## config.mk

```make
export PLATFORM = sky130hd
export DESIGN_NAME = acc_job_queue
export DESIGN_NICKNAME = d
export VERILOG_FILES = /design/src/rtl/acc_traffic_pkg.sv /design/src/rtl/acc_job_queue.sv
export SDC_FILE = /design/constraint.sdc
export NUM_CORES = 1
export LEC_CHECK = 0
export BUFFER_PORTS_ARGS = -buffer_cell sky130_fd_sc_hd__clkbuf_2
export CORE_MARGIN = 1
export CORE_UTILIZATION = 40
export CTS_BUF_LIST = sky130_fd_sc_hd__clkbuf_4 sky130_fd_sc_hd__clkbuf_8
export DETAILED_ROUTE_END_ITERATION = 8
export PLACE_DENSITY = 0.69
export SYNTH_ARGS = -nofsm -noshare
export SYNTH_HDL_FRONTEND = slang
export SYNTH_SLANG_ARGS = --single-unit
```

## constraint.sdc

```tcl
create_clock -name clk -period 4.5 [get_ports clk]
set_input_delay 0 -clock clk [delete_from_list [all_inputs] [get_ports clk]]
set_output_delay 0 -clock clk [all_outputs]
set_load 0.01 [all_outputs]
```

## src/rtl/acc_traffic_pkg.sv

```systemverilog
// Shared types and helpers for the accelerator traffic model: fold modes,
// ingest FSM states, the queued job record and the per-beat fold function.
package acc_traffic_pkg;

    localparam int JOB_DATA_W  = 64;
    localparam int JOB_RATIO_W = 16;
    localparam int JOB_WAIT_W  = 14;

    typedef enum logic [1:0] {
        M_LAST = 2'd0,
        M_XOR  = 2'd1,
        M_SUM  = 2'd2,
        M_INCR = 2'd3
    } mode_t;

    typedef enum logic {
        I_IDLE    = 1'b0,
        I_COLLECT = 1'b1
    } ingest_state_t;

    typedef struct packed {
        logic [JOB_DATA_W-1:0]  result;
        logic [JOB_RATIO_W-1:0] deser;
        mode_t                  mode;
        logic [JOB_WAIT_W-1:0]  timer;
    } job_t;

    // A ratio of zero behaves as a ratio of one.
    function automatic logic [JOB_RATIO_W-1:0] eff_ratio(input logic [JOB_RATIO_W-1:0] r);
        logic [JOB_RATIO_W-1:0] res;
        if (r == {JOB_RATIO_W{1'b0}}) begin
            res = {{(JOB_RATIO_W-1){1'b0}}, 1'b1};
        end else begin
            res = r;
        end
        return res;
    endfunction

    function automatic logic [JOB_DATA_W-1:0] fold_beat(
        input mode_t                 m,
        input logic                  first,
        input logic [JOB_DATA_W-1:0] acc,
        input logic [JOB_DATA_W-1:0] din
    );
        logic [JOB_DATA_W-1:0] res;
        if (first) begin
            res = din;
        end else begin
            case (m)
                M_XOR:   res = acc ^ din;
                M_SUM:   res = acc + din;
                default: res = din;
            endcase
        end
        return res;
    endfunction

endpackage

```

## src/rtl/acc_job_queue.sv

```systemverilog
// In-order queue of completed jobs; every resident entry counts its own wait
// timer down in parallel, and the head is eligible once its timer reaches zero.
module acc_job_queue
    import acc_traffic_pkg::*;
#(
    parameter int MAX_JOBS = 4
) (
    input  logic                        clk,
    input  logic                        rst_n,
    input  logic                        push_i,
    input  job_t                        push_job_i,
    input  logic                        pop_i,
    output job_t                        head_o,
    output logic                        head_valid_o,
    output logic                        head_eligible_o,
    output logic                        full_o,
    output logic                        empty_o,
    output logic [$clog2(MAX_JOBS):0]   count_o
);

    localparam int PTR_W = $clog2(MAX_JOBS);
    localparam int CNT_W = PTR_W + 1;
    localparam logic [CNT_W-1:0] FULL_CNT = CNT_W'(MAX_JOBS);
    localparam logic [PTR_W-1:0] PTR_ONE  = {{(PTR_W-1){1'b0}}, 1'b1};
    localparam logic [CNT_W-1:0] CNT_ONE  = {{(CNT_W-1){1'b0}}, 1'b1};
    localparam logic [JOB_WAIT_W-1:0] TMR_ZERO = {JOB_WAIT_W{1'b0}};
    localparam logic [JOB_WAIT_W-1:0] TMR_ONE  = {{(JOB_WAIT_W-1){1'b0}}, 1'b1};

    job_t                entry_q [MAX_JOBS];
    job_t                entry_d [MAX_JOBS];
    logic [MAX_JOBS-1:0] valid_q, valid_d;
    logic [PTR_W-1:0]    wr_ptr_q, wr_ptr_d;
    logic [PTR_W-1:0]    rd_ptr_q, rd_ptr_d;
    logic [CNT_W-1:0]    count_q, count_d;
    logic                push_ok_s, pop_ok_s;

    assign head_o          = entry_q[rd_ptr_q];
    assign head_valid_o    = valid_q[rd_ptr_q];
    assign head_eligible_o = valid_q[rd_ptr_q] && (entry_q[rd_ptr_q].timer == TMR_ZERO);
    assign full_o          = (count_q == FULL_CNT);
    assign empty_o         = (count_q == {CNT_W{1'b0}});
    assign count_o         = count_q;

    // A full queue refuses pushes even when the head pops in the same cycle.
    assign push_ok_s = push_i && !full_o;
    assign pop_ok_s  = pop_i && head_valid_o;

    // Next-state: parallel timer countdown, then pop and push bookkeeping.
    always_comb begin
        entry_d  = entry_q;
        valid_d  = valid_q;
        wr_ptr_d = wr_ptr_q;
        rd_ptr_d = rd_ptr_q;
        count_d  = count_q;
        for (int i = 0; i < MAX_JOBS; i++) begin
            if (valid_q[i] && (entry_q[i].timer != TMR_ZERO)) begin
                entry_d[i].timer = entry_q[i].timer - TMR_ONE;
            end else begin
                entry_d[i].timer = entry_q[i].timer;
            end
        end
        if (pop_ok_s) begin
            valid_d[rd_ptr_q] = 1'b0;
            rd_ptr_d          = rd_ptr_q + PTR_ONE;
        end else begin
            rd_ptr_d = rd_ptr_q;
        end
        if (push_ok_s) begin
            entry_d[wr_ptr_q] = push_job_i;
            valid_d[wr_ptr_q] = 1'b1;
            wr_ptr_d          = wr_ptr_q + PTR_ONE;
        end else begin
            wr_ptr_d = wr_ptr_q;
        end
        case ({push_ok_s, pop_ok_s})
            2'b10:   count_d = count_q + CNT_ONE;
            2'b01:   count_d = count_q - CNT_ONE;
            default: count_d = count_q;
        endcase
    end

    // Queue storage and pointer registers.
    always_ff @(posedge clk or negedge rst_n) begin
        if (!rst_n) begin
            for (int i = 0; i < MAX_JOBS; i++) begin
                entry_q[i] <= '{result: {JOB_DATA_W{1'b0}}, deser: {JOB_RATIO_W{1'b0}},
                                mode: M_LAST, timer: TMR_ZERO};
            end
            valid_q  <= {MAX_JOBS{1'b0}};
            wr_ptr_q <= {PTR_W{1'b0}};
            rd_ptr_q <= {PTR_W{1'b0}};
            count_q  <= {CNT_W{1'b0}};
        end else begin
            entry_q  <= entry_d;
            valid_q  <= valid_d;
            wr_ptr_q <= wr_ptr_d;
            rd_ptr_q <= rd_ptr_d;
            count_q  <= count_d;
        end
    end

endmodule

```

==> results of run 1 <==
-- worst max-delay path, stage by stage (launching register included) --
cell and delay (ns):
dfrtp_4 0.82, mux4_2 0.66, nor4b_1 0.76, and4_1 0.31, clkbuf_2 0.13
-- per-layer routing --
layer	vias to the layer above	GRT usage
met4	2	0.0986
met3	138	0.0568
met1	7694	0.285
li1	7160	-
met2	607	0.372
met5	-	0
-- per-stage QoR --
| stage | util | worst slack (ns) | hold WS, ns | total power, mW |
|---|---|---|---|---|
| floorplan | - | 2.01 | -0.296 | 11.0 |
| global placement | 0.438 | 1.70 | 0.115 | 13.4 |
| detailed placement | 0.438 | 1.66 | 0.132 | 13.7 |
| CTS | 0.494 | 1.18 | 0.0222 | 17.5 |
| global route | 0.494 | 1.05 | 0.0760 | 18.6 |
| finish | 0.494 | 1.17 | 0.0134 | 17.4 |
-- cell usage in the layout, fill, tap and decap left out, drive strengths merged, types with 13 or more instances in the layout --
cell	n
nor3	16
clkbuf	313
ha	13
o21ai	25
inv	29
a31oi	33
mux4	97
nand2	1021
nor2	52
dfrtp	395
buf	22
dlygate4sd3	100
nand3	18
a21oi	14
-- power breakdown --
| group | leakage [nW] | switching (mW) | internal [mW] | total (mW) |
|---|---|---|---|---|
| Sequential | 4.88 | 1.35 | 5.22 | 6.57 |
| Combinational | 5.69 | 4.00 | 3.16 | 7.16 |
| Clock | 0.836 | 1.51 | 2.19 | 3.71 |
| Total | 11.4 | 6.86 | 10.6 | 17.4 |
-- state kept, by name (all words and copies together), names as in the netlist --
register  cells
valid_q       4
wr_ptr_q      2
rd_ptr_q      2
count_o       3
entry_q     384
-- timing repair --
| item | in CTS | in global routing |
|---|---|---|
| hold buffers | 100 | 0 |
| endpoints found under the hold margin | 493 | 0 |
| buffers inserted | 0 | 0 |
-- how the worst max path moves through the flow --
stage	to	cells past startpoint	from	slack, ns
2_1_floorplan	count_o[2]$_DFFE_PN0P_	10	rd_ptr_q[0]$_DFFE_PN0N_	2.01
3_3_place_gp	count_o[2]$_DFFE_PN0P_	8	rd_ptr_q[0]$_DFFE_PN0N_	1.70
3_5_place_dp	count_o[1]$_DFFE_PN0P_	6	rd_ptr_q[0]$_DFFE_PN0N_	1.66
4_1_cts	head_o[30]	3	rd_ptr_q[0]$_DFFE_PN0N_	1.18
5_1_grt	head_eligible_o	4	rd_ptr_q[0]$_DFFE_PN0N_	1.05
6_report	head_eligible_o	4	rd_ptr_q[0]$_DFFE_PN0N_	1.17
-- final cells by class --
| cell class | instances | area (sq um) | share of cell area |
|---|---|---|---|
| clock buffers | 112 | 1440 | 0.0626 |
| clock inverters | 12 | 141 | 0.00616 |
| inverters | 28 | 105 | 0.00458 |
| multi-input cells | 1447 | 8370 | 0.365 |
| flip-flops and latches | 395 | 9890 | 0.431 |
| well taps | 607 | 759 | 0.0331 |
| repair buffers | 323 | 2240 | 0.0977 |
-- logic make-up after synthesis --
group	synth area share
adders and majority gates	0.00973
xor gates and xnor gates	0.00560
buffers and inverters	0.0316
and+or+nand+nor	0.263
AOI/OAI and AO/OA	0.0432
muxes	0.120
DFF	0.526
==> results.tsv, run 1 <==
stage	metric	value	unit
outcome	status	completed	
setup_path	reg2reg_setup_slack	1.48	ns
logic_synthesis	synth_nets	2104	
setup_path	r2r_start	entry_q[192]$_DFF_PN0_	
setup_path	crit_fanout	32	
setup_path	worstSetupEndpointType	primary output	
logic_synthesis	ys_top_cells_by_count	nand2_1 (1021), dfrtp_1 (395), mux4_2 (96)	
power	power-per-cell-area	760	mW/mm^2
clock_network	clockRootBuffer	clkbuf_8	
logic_synthesis	yosysSeqAreaShare	0.526	
placed_design	io_buffers	202	
logic_synthesis	ys.flop_type	dfrtp_1	
detailed_routing	drtAntennaViolNets	0	
global_routing	grt_pass1_vias	15800	
clock_network	numCtsBuffers	72	
sta	finalSetupViolations	0	
logic_synthesis	synth_edf_count	0	
setup_path	critPathRequiredTime	4.50	ns
logic_synthesis	yosysWarnings	0	
placed_design	dp_hpwl	32500	um
sta	setup_tns	0	ns
sta	slew_headroom	0.292	
min_path	hold_class	in -> async	
sta	fin_skew	0.0353	ns
floorplan	rows	79	
layout	drive_above_1_share	0.206	
floorplan	core	0.0465	sq mm
detailed_routing	routed-via-count	15600	
global_routing	overflow	0	
power	p_leak	11.4	nW
clock_network	cts_sinks	395	
placed_design	dp.cells	2700	
clock_network	clkLatencyLatePin	0.64	ns
clock_network	cts_resized	0	
setup_path	r2r_cells	7	
sta	finalHoldViolations	0	
layout	stdcell_area	0.0229	sq mm
floorplan	dieArea	0.0478	sq mm
clock_network	clkTransAtPathRegs	0.06	ns
layout	antenna_cells	0	
detailed_routing	wl_met2	26300	um
setup_path	reg2reg_to	entry_q[192]$_DFF_PN0_	
floorplan	ios	203	
logic_synthesis	ys_ff_latch	395	
detailed_routing	vias_per_cell	5.34	
detailed_routing	dr_wl_met3	4180	um
placed_design	placed_cell_area	0.0204	sq mm
layout	fin_cells	2924	
detailed_routing	drt_pass1_iterations	5	
clock_network	cts_buffer_depth	3	
clock_network	cts_htree_levels	3	
logic_synthesis	netlist_instances	1990	
clock_network	cts_tree	done	
layout	area_growth	22.2	%
logic_synthesis	netlist_top_cells_area	dfrtp_1 (53%), nand2_1 (20%), mux4_2 (12%), clkbuf_1 (1.8%), a31oi_1 (1.1%)	
logic_synthesis	syn_area_per_cell	9.43	sq um
detailed_routing	drtIter0Drc	1579	
sta	tightestPinTransition	1.06	ns
layout	nFillCells	4333	
detailed_routing	wl	53900	um
setup_path	crit_type	reg -> out	
placed_design	gp_congestion	1.03	
floorplan	initial_core_util	0.404	
floorplan	fp.dieW	219	um
sta	drv_slew	0	
detailed_routing	routedWlPerCell	18.4	um
sta	fmax	300	MHz
detailed_routing	drt-met1-wl	21600	um
setup_path	startpoint_type	register	
logic_synthesis	ys_types	64	
global_routing	grt_antenna_before_repair	1	
setup_path	arrival	3.33	ns
logic_synthesis	synth_top_area_frac	0.526	
logic_synthesis	synth_largest_area_cell	dfrtp_1	
detailed_routing	top_layer	met5	
run	cap_violations	0	
global_routing	grt_pass1_wl	84800	um
logic_synthesis	synth-async-reset-ratio	1.00	
global_routing	grt_use_total	0.228	
power	vdd.ir_drop.worst	0.000425	V
global_routing	grt_start_max_net_pins	107	
logic_synthesis	synthesis.area	0.0188	sq mm
sta	rsz0062_at_grt	false	
logic_synthesis	yosysMostFrequentCell	nand2_1	
sta	fin_crit_sh	0.741	
sta	min_period	3.33	ns
layout	nets	2381	
floorplan	die_h	219	um
detailed_routing	drc_errors	0	
(Power assumes the default switching activity.)
==> inputs of run 2 (changes only) <==
- ABC_AREA: unset -> 1
- clock period: 4.5 -> 3.3 ns (I/O delays scaled with it)
==> run 2 against run 1 <==
Worst setup slack worse by 0.83 ns. Clock power is 36% higher. Combinational power is 56% higher. Cell count is 16% higher. Critical path depth is 2 higher. Routed wire length is 0.56% higher. Sequential cell count stayed put. Critical path type unchanged. Critical endpoint is now head_o[83].
==> results.tsv, run 2 <==
stage	metric	value	unit	change
setup_path	crit_type	reg -> out		
min_path	hold_class	in -> async		
sta	rsz0062_at_grt	false		
setup_path	startpoint_type	register		
logic_synthesis	netlist_instances	2484		+25%
sta	min_period	2.96	ns	
floorplan	rows	80		+1.3%
floorplan	core	0.0478	sq mm	+3.0%
detailed_routing	routed-via-count	17700		+14%
placed_design	dp_hpwl	32000	um	-1.4%
clock_network	clkTransAtPathRegs	0.06	ns	about the same
setup_path	arrival	2.96	ns	-0.37 ns
power	power-per-cell-area	1070	mW/mm^2	+41%
detailed_routing	drt_pass1_iterations	6		+1
global_routing	overflow	0		unchanged
clock_network	cts_buffer_depth	3		unchanged
placed_design	placed_cell_area	0.0207	sq mm	+1.7%
layout	nets	2842		+19%
power	vdd.ir_drop.worst	0.000787	V	+85%
logic_synthesis	yosysWarnings	0		unchanged
clock_network	cts_resized	0		unchanged
sta	finalSetupViolations	0		unchanged
logic_synthesis	synth_top_area_frac	0.508		-0.0187
setup_path	crit_fanout	56		+75%
sta	slew_headroom	0.362		+0.0692
layout	post-route-util	0.486		-0.00748
floorplan	die_h	223	um	+1.8%
sta	setup_tns	0	ns	unchanged
floorplan	fp.dieW	223	um	+1.8%
detailed_routing	drc_errors	0		unchanged
layout	largest_reg_flops	384		unchanged
global_routing	grt_antenna_before_repair	0		-1
layout	drive_above_1_share	0.140		-0.0666
setup_path	worstSetupEndpointType	primary output		
clock_network	cts_sinks	395		unchanged
logic_synthesis	ys_types	37		-42%
logic_synthesis	ys.flop_type	dfrtp_1		
sta	fmax	337	MHz	
layout	largest-register	entry_q		
global_routing	grt_start_max_net_pins	207		+93%
power	p_leak	11.7	nW	+2.3%
detailed_routing	vias_per_cell	5.22		-2.1%
layout	mostFrequentLayoutCells	nand2_1 (688), o21ai_0 (448), dfrtp_1 (393)		
floorplan	dieArea	0.0496	sq mm	+3.7%
logic_synthesis	syn_area_per_cell	7.84	sq um	-17%
placed_design	io_buffers	202		unchanged
layout	area_growth	19.5	%	
placed_design	gp_congestion	0.920		-11%
sta	drv_slew	0		unchanged
logic_synthesis	synthesis.area	0.0195	sq mm	+3.7%
clock_network	cts_tree	done		
logic_synthesis	synth-async-reset-ratio	1.00		unchanged
logic_synthesis	synth_largest_area_cell	dfrtp_1		
detailed_routing	routedWlPerCell	16.0	um	-13%
floorplan	initial_core_util	0.407		+0.00273
sta	finalHoldViolations	0		unchanged
sta	tightestPinTransition	0.958	ns	-0.104 ns
sta	fin_skew	0.0301	ns	-0.00528 ns
sta	fin_crit_sh	0.898		
global_routing	grt_pass1_vias	17000		+7.6%
clock_network	numCtsBuffers	73		+1.4%
floorplan	ios	203		unchanged
detailed_routing	wl	54200	um	+0.56%
setup_path	critPathRequiredTime	3.30	ns	-1.20 ns
global_routing	grt_pass1_wl	87800	um	+3.5%
logic_synthesis	netlist_top_cells_area	dfrtp_1 (51%), nand2_1 (13%), o21ai_0 (12%), nor2_1 (4.9%), inv_1 (3.7%)		
clock_network	cts_htree_levels	3		unchanged
detailed_routing	drtAntennaViolNets	0		unchanged
logic_synthesis	ys_top_cells_by_count	nand2_1 (688), o21ai_0 (448), dfrtp_1 (395)		
layout	stdcell_area	0.0233	sq mm	+1.4%
logic_synthesis	yosysSeqAreaShare	0.508		-0.0187
logic_synthesis	ys_ff_latch	395		unchanged
logic_synthesis	yosysMostFrequentCell	nand2_1		
run	cap_violations	0		unchanged
clock_network	clockRootBuffer	clkbuf_8		
outcome	status	completed		
logic_synthesis	synth_nets	2598		+23%
detailed_routing	drtIter0Drc	1588		+0.57%
logic_synthesis	synth_edf_count	0		unchanged
layout	final_common_cell	nand2_1		
global_routing	grt_use_total	0.220		-0.00801
clock_network	clkLatencyLatePin	0.65	ns	about the same
run 2: metrics by stage:
step	std cells	setup WS, ns	total power, mW	hold slack (ns)
final	3393	0.336	24.9	0.00118
after global routing	3392	0.0923	26.9	0.0706
after CTS	3392	0.265	25.0	0.00575
after detailed placement	3169	0.945	19.7	0.122
after global placement	3169	0.882	19.4	0.123
after floorplan	2484	1.20	16.2	-0.296
run 2: worst paths after layout:
kind / startpoint / endpoint / slack [ns] / cells past startpoint
min in group clk: push_job_i[7] / entry_q[7]$_DFF_PN0_ / 0.14 / 4
hold / removal: rst_n / entry_q[12]$_DFF_PN0_ / 0.001 / 2
setup / recovery: rd_ptr_q[1]$_DFFE_PN0N_ / head_o[83] / 0.34 / 6
hold reg to reg: entry_q[243]$_DFFE_PN0P_ / entry_q[243]$_DFFE_PN0P_ / 0.48 / 2
max in group asynchronous: rst_n / entry_q[55]$_DFFE_PN0P_ / 2.10 / 3
setup reg to reg: rd_ptr_q[0]$_DFFE_PN0N_ / count_o[2]$_DFFE_PN0P_ / 0.92 / 10
run 2: power by group:
part	switching, mW	leakage [nW]	internal (mW)
combinational	7.28	5.91	3.92
sequential	1.51	4.92	7.13
clock	2.09	0.834	2.97
total	10.9	11.7	14.0
run 2: logic make-up (layout without fill, tap and decap cells):
kind of cell,after synthesis,count (layout),synth area share
other,0,1,0
AOI/OAI and AO/OA,650,650,0.175
and+or+nand+nor,1048,1048,0.214
adders and majority gates,14,14,0.00938
DFF,395,395,0.508
xor gates and xnor gates,19,19,0.00855
buffers and inverters,358,651,0.0847
run 2: final cells by class:
cell class                      count  area [sq um]
Tap cell                          615           769
Inverter                          202           761
Fill cell                        4606         24600
Antenna cell                        1          2.50
Clock inverter                     13           159
Multi-Input combinational cell   1731          7970
Clock buffer                      111          1420
Timing Repair Buffer              325          2300
Sequential cell                   395          9890
run 2: worst max-delay path: stages (launching register included):
cell      delay [ns]
dfrtp_2         0.42
inv_2           0.06
buf_4           0.58
buf_4           0.58
o21ai_0         0.18
o22ai_1         0.26
clkbuf_2        0.19
run 2: metal layers:
layer | GRT usage | share of wire
met4 | 0.0870 | 0.026
met3 | 0.0419 | 0.063
met2 | 0.360 | 0.47
met1 | 0.286 | 0.44
met5 | 0 | 0
run 2: repair_timing:
| action | 4_1_cts | 5_1_grt |
|---|---|---|
| endpoints found under the hold margin | 545 | 0 |
| endpoints found under the setup margin | 0 | 0 |
| hold buffers | 99 | 0 |
| setup buffers | 0 | 0 |
==> inputs of run 3 (changes only) <==
- ABC_AREA: 1 -> unset
==> run 3 against run 2 <==
Global-route usage is 1.3 points higher. Non-clock buffer count increased by 4. Utilization grew 0.83 points. Largest power group unchanged. Combinational power is 11% lower. First-iteration DRC count grew 1.6%. Critical path depth decreased by 2. Worst setup slack got worse by 0.14 ns. Fmax down 4.4%. Clock power shrank 4%.
==> results.tsv, run 3 (synthesized netlist as in run 1, its figures left out) <==
stage	metric	value	unit	change
sta	rsz0062_at_grt	false		
setup_path	arrival	3.10	ns	+0.14 ns
clock_network	cts_tree	done		
setup_path	cp-startpoint	rd_ptr_q[1]$_DFFE_PN0N_		
sta	holdWs	0.000309	ns	-0.000869 ns
layout	final_common_cell	nand2_1		
sta	slew_headroom	0.320		-0.0414
power	pwr-share-comb	0.424		-0.026
layout	nFillCells	4212		-8.6%
setup_path	reg2reg_setup_slack	0.64	ns	-0.28 ns
setup_path	crit_fanout	62		+11%
clock_network	numCtsBuffers	71		-2.7%
detailed_routing	drtIter0Drc	1613		+1.6%
placed_design	gp_congestion	0.916		-0.39%
detailed_routing	drc_errors	0		unchanged
layout	drive_above_1_share	0.208		+0.0683
clock_network	cts_buffer_depth	3		unchanged
power	power	23.7	mW	-5.0%
setup_path	endpoint	head_o[15]		
clock_network	clockRootBuffer	clkbuf_8		
power	seqPwrFrac	0.371		+0.024
layout	fin_cells	2930		-14%
placed_design	io_buffers	202		unchanged
layout	area_growth	22.4	%	
global_routing	grt_antenna_before_repair	2		+2
detailed_routing	vias_per_cell	5.35		+2.5%
placed_design	placed_cell_area	0.0205	sq mm	-1.1%
layout	largest-register	entry_q		
power	power-per-cell-area	1030	mW/mm^2	-3.8%
outcome	status	completed		
floorplan	die_h	219	um	-1.8%
power	p_switching	9.37	mW	-14%
global_routing	grt_use_total	0.233		+0.0130
sta	finalSetupViolations	0		unchanged
setup_path	r2r_cells	6		-4
sta	tightestPinTransition	1.02	ns	+0.0621 ns
power	p_leak	11.4	nW	-2.2%
sta	fin_skew	0.0242	ns	-0.00589 ns
setup_path	startpoint_type	register		
global_routing	grt_start_max_net_pins	105		-49%
power	vdd.ir_drop.worst	0.000840	V	+6.8%
sta	setup_tns	0	ns	unchanged
global_routing	grt_util_met2	0.389		+0.0284
run	cap_violations	0		unchanged
floorplan	rows	79		-1.3%
clock_network	cts_htree_levels	3		unchanged
setup_path	critPathRequiredTime	3.30	ns	about the same
detailed_routing	routed-via-count	15700		-12%
sta	drv_slew	0		unchanged
layout	stdcell_area	0.0230	sq mm	-1.2%
setup_path	worstSetupEndpointType	primary output		
global_routing	grt_use_met1	0.292		+0.00674
clock_network	clkTransAtPathRegs	0.06	ns	about the same
clock_network	cts_setup_buffers	0		unchanged
min_path	hold_class	in -> async		
clock_network	clkLatencyLatePin	0.64	ns	about the same
layout	post-route-util	0.495		+0.00829
sta	fin_crit_sh	0.940		+0.0418
power	power.share.clock	0.205		+0.002
floorplan	core	0.0465	sq mm	-2.9%
floorplan	ios	203		unchanged
global_routing	grt.busiest_layer	met2		
global_routing	grt_pass1_vias	16100		-5.5%
layout	multi_input_area	0.00837	sq mm	+5.0%
clock_network	cts_sinks	395		unchanged
global_routing	grt_util_met3	0.0507		+0.00874
setup_path	reg2reg_to	valid_q[0]$_DFF_PN0_		
placed_design	dp.cells	2706		-15%
detailed_routing	wl	54900	um	+1.2%
sta	finalHoldViolations	0		unchanged
global_routing	overflow	0		unchanged
sta	min_period	3.10	ns	+0.138 ns
placed_design	dp_hpwl	32300	um	+0.87%
detailed_routing	routedWlPerCell	18.7	um	+17%
layout	largest_reg_flops	384		unchanged
global_routing	grt_pass1_wl	86400	um	-1.5%
sta	fin_ws	0.198	ns	-0.138 ns
setup_path	crit_type	reg -> out		
layout	seq_area	0.00989	sq mm	about the same
placed_design	pre_cts_slack	0.653	ns	-0.293 ns
detailed_routing	drtAntennaViolNets	0		unchanged
layout	mostFrequentLayoutCells	nand2_1 (1021), dfrtp_1 (393), clkbuf_2 (201)		
setup_path	r2r_start	rd_ptr_q[1]$_DFFE_PN0N_		
power	swShare	0.396		-0.0409
layout	nets	2386		-16%
floorplan	initial_core_util	0.404		-0.00273
power	intPower	14.3	mW	+1.9%
sta	fmax	322	MHz	-4.4%
floorplan	fp.dieW	219	um	-1.8%
floorplan	dieArea	0.0478	sq mm	-3.5%
detailed_routing	drt_pass1_iterations	5		-1
-- run 3: worst min-delay path by stage --
stage / to / slack [ns] / cells past startpoint
floorplan: count_o[0]$_DFFE_PN0P_ / -0.30 / 0
global placement: entry_q[114]$_DFFE_PN0P_ / 0.11 / 1
detailed placement: entry_q[114]$_DFFE_PN0P_ / 0.12 / 1
CTS: entry_q[114]$_DFFE_PN0P_ / 0.004 / 2
global route: entry_q[21]$_DFFE_PN0P_ / 0.03 / 2
finish: entry_q[114]$_DFFE_PN0P_ / 0.0003 / 2
-- run 3: layout make-up --
class	count	area share
multi-input cells	1447	0.364
well taps	607	0.0331
diodes	1	0.000109
flip-flops and latches	395	0.430
clock buffers	108	0.0592
clock inverters	15	0.00588
inverters	28	0.00457
repair buffers	329	0.103
-- run 3: what timing repair did --
item                                    in CTS  in global routing
endpoints found under the setup margin       0                  1
hold buffers                               100                  0
hold endpoints to repair                   490                  0
gates resized for setup                      0                  1
-- run 3: critical path: stages (launching register included) --
cell,delay [ns]
dfrtp_4,0.40
buf_4,0.46
buf_4,0.89
mux4_2,0.48
clkbuf_2,0.16
-- run 3: metal layers --
layer / vias up / wire, um
met3: 112 / 3930
met4: 2 / 1560
met5: - / 13
li1: 7165 / -
met2: 612 / 27100
met1: 7796 / 22200
-- run 3: power groups by stage --
stage,logic [mW],clock network [mW],registers (mW)
final,10.0,4.85,8.78
after detailed placement,9.93,0,8.79
after CTS,10.1,4.98,8.74
after global placement,9.65,0,8.66
after global routing,11.0,5.19,9.05
after floorplan,6.88,0,8.18
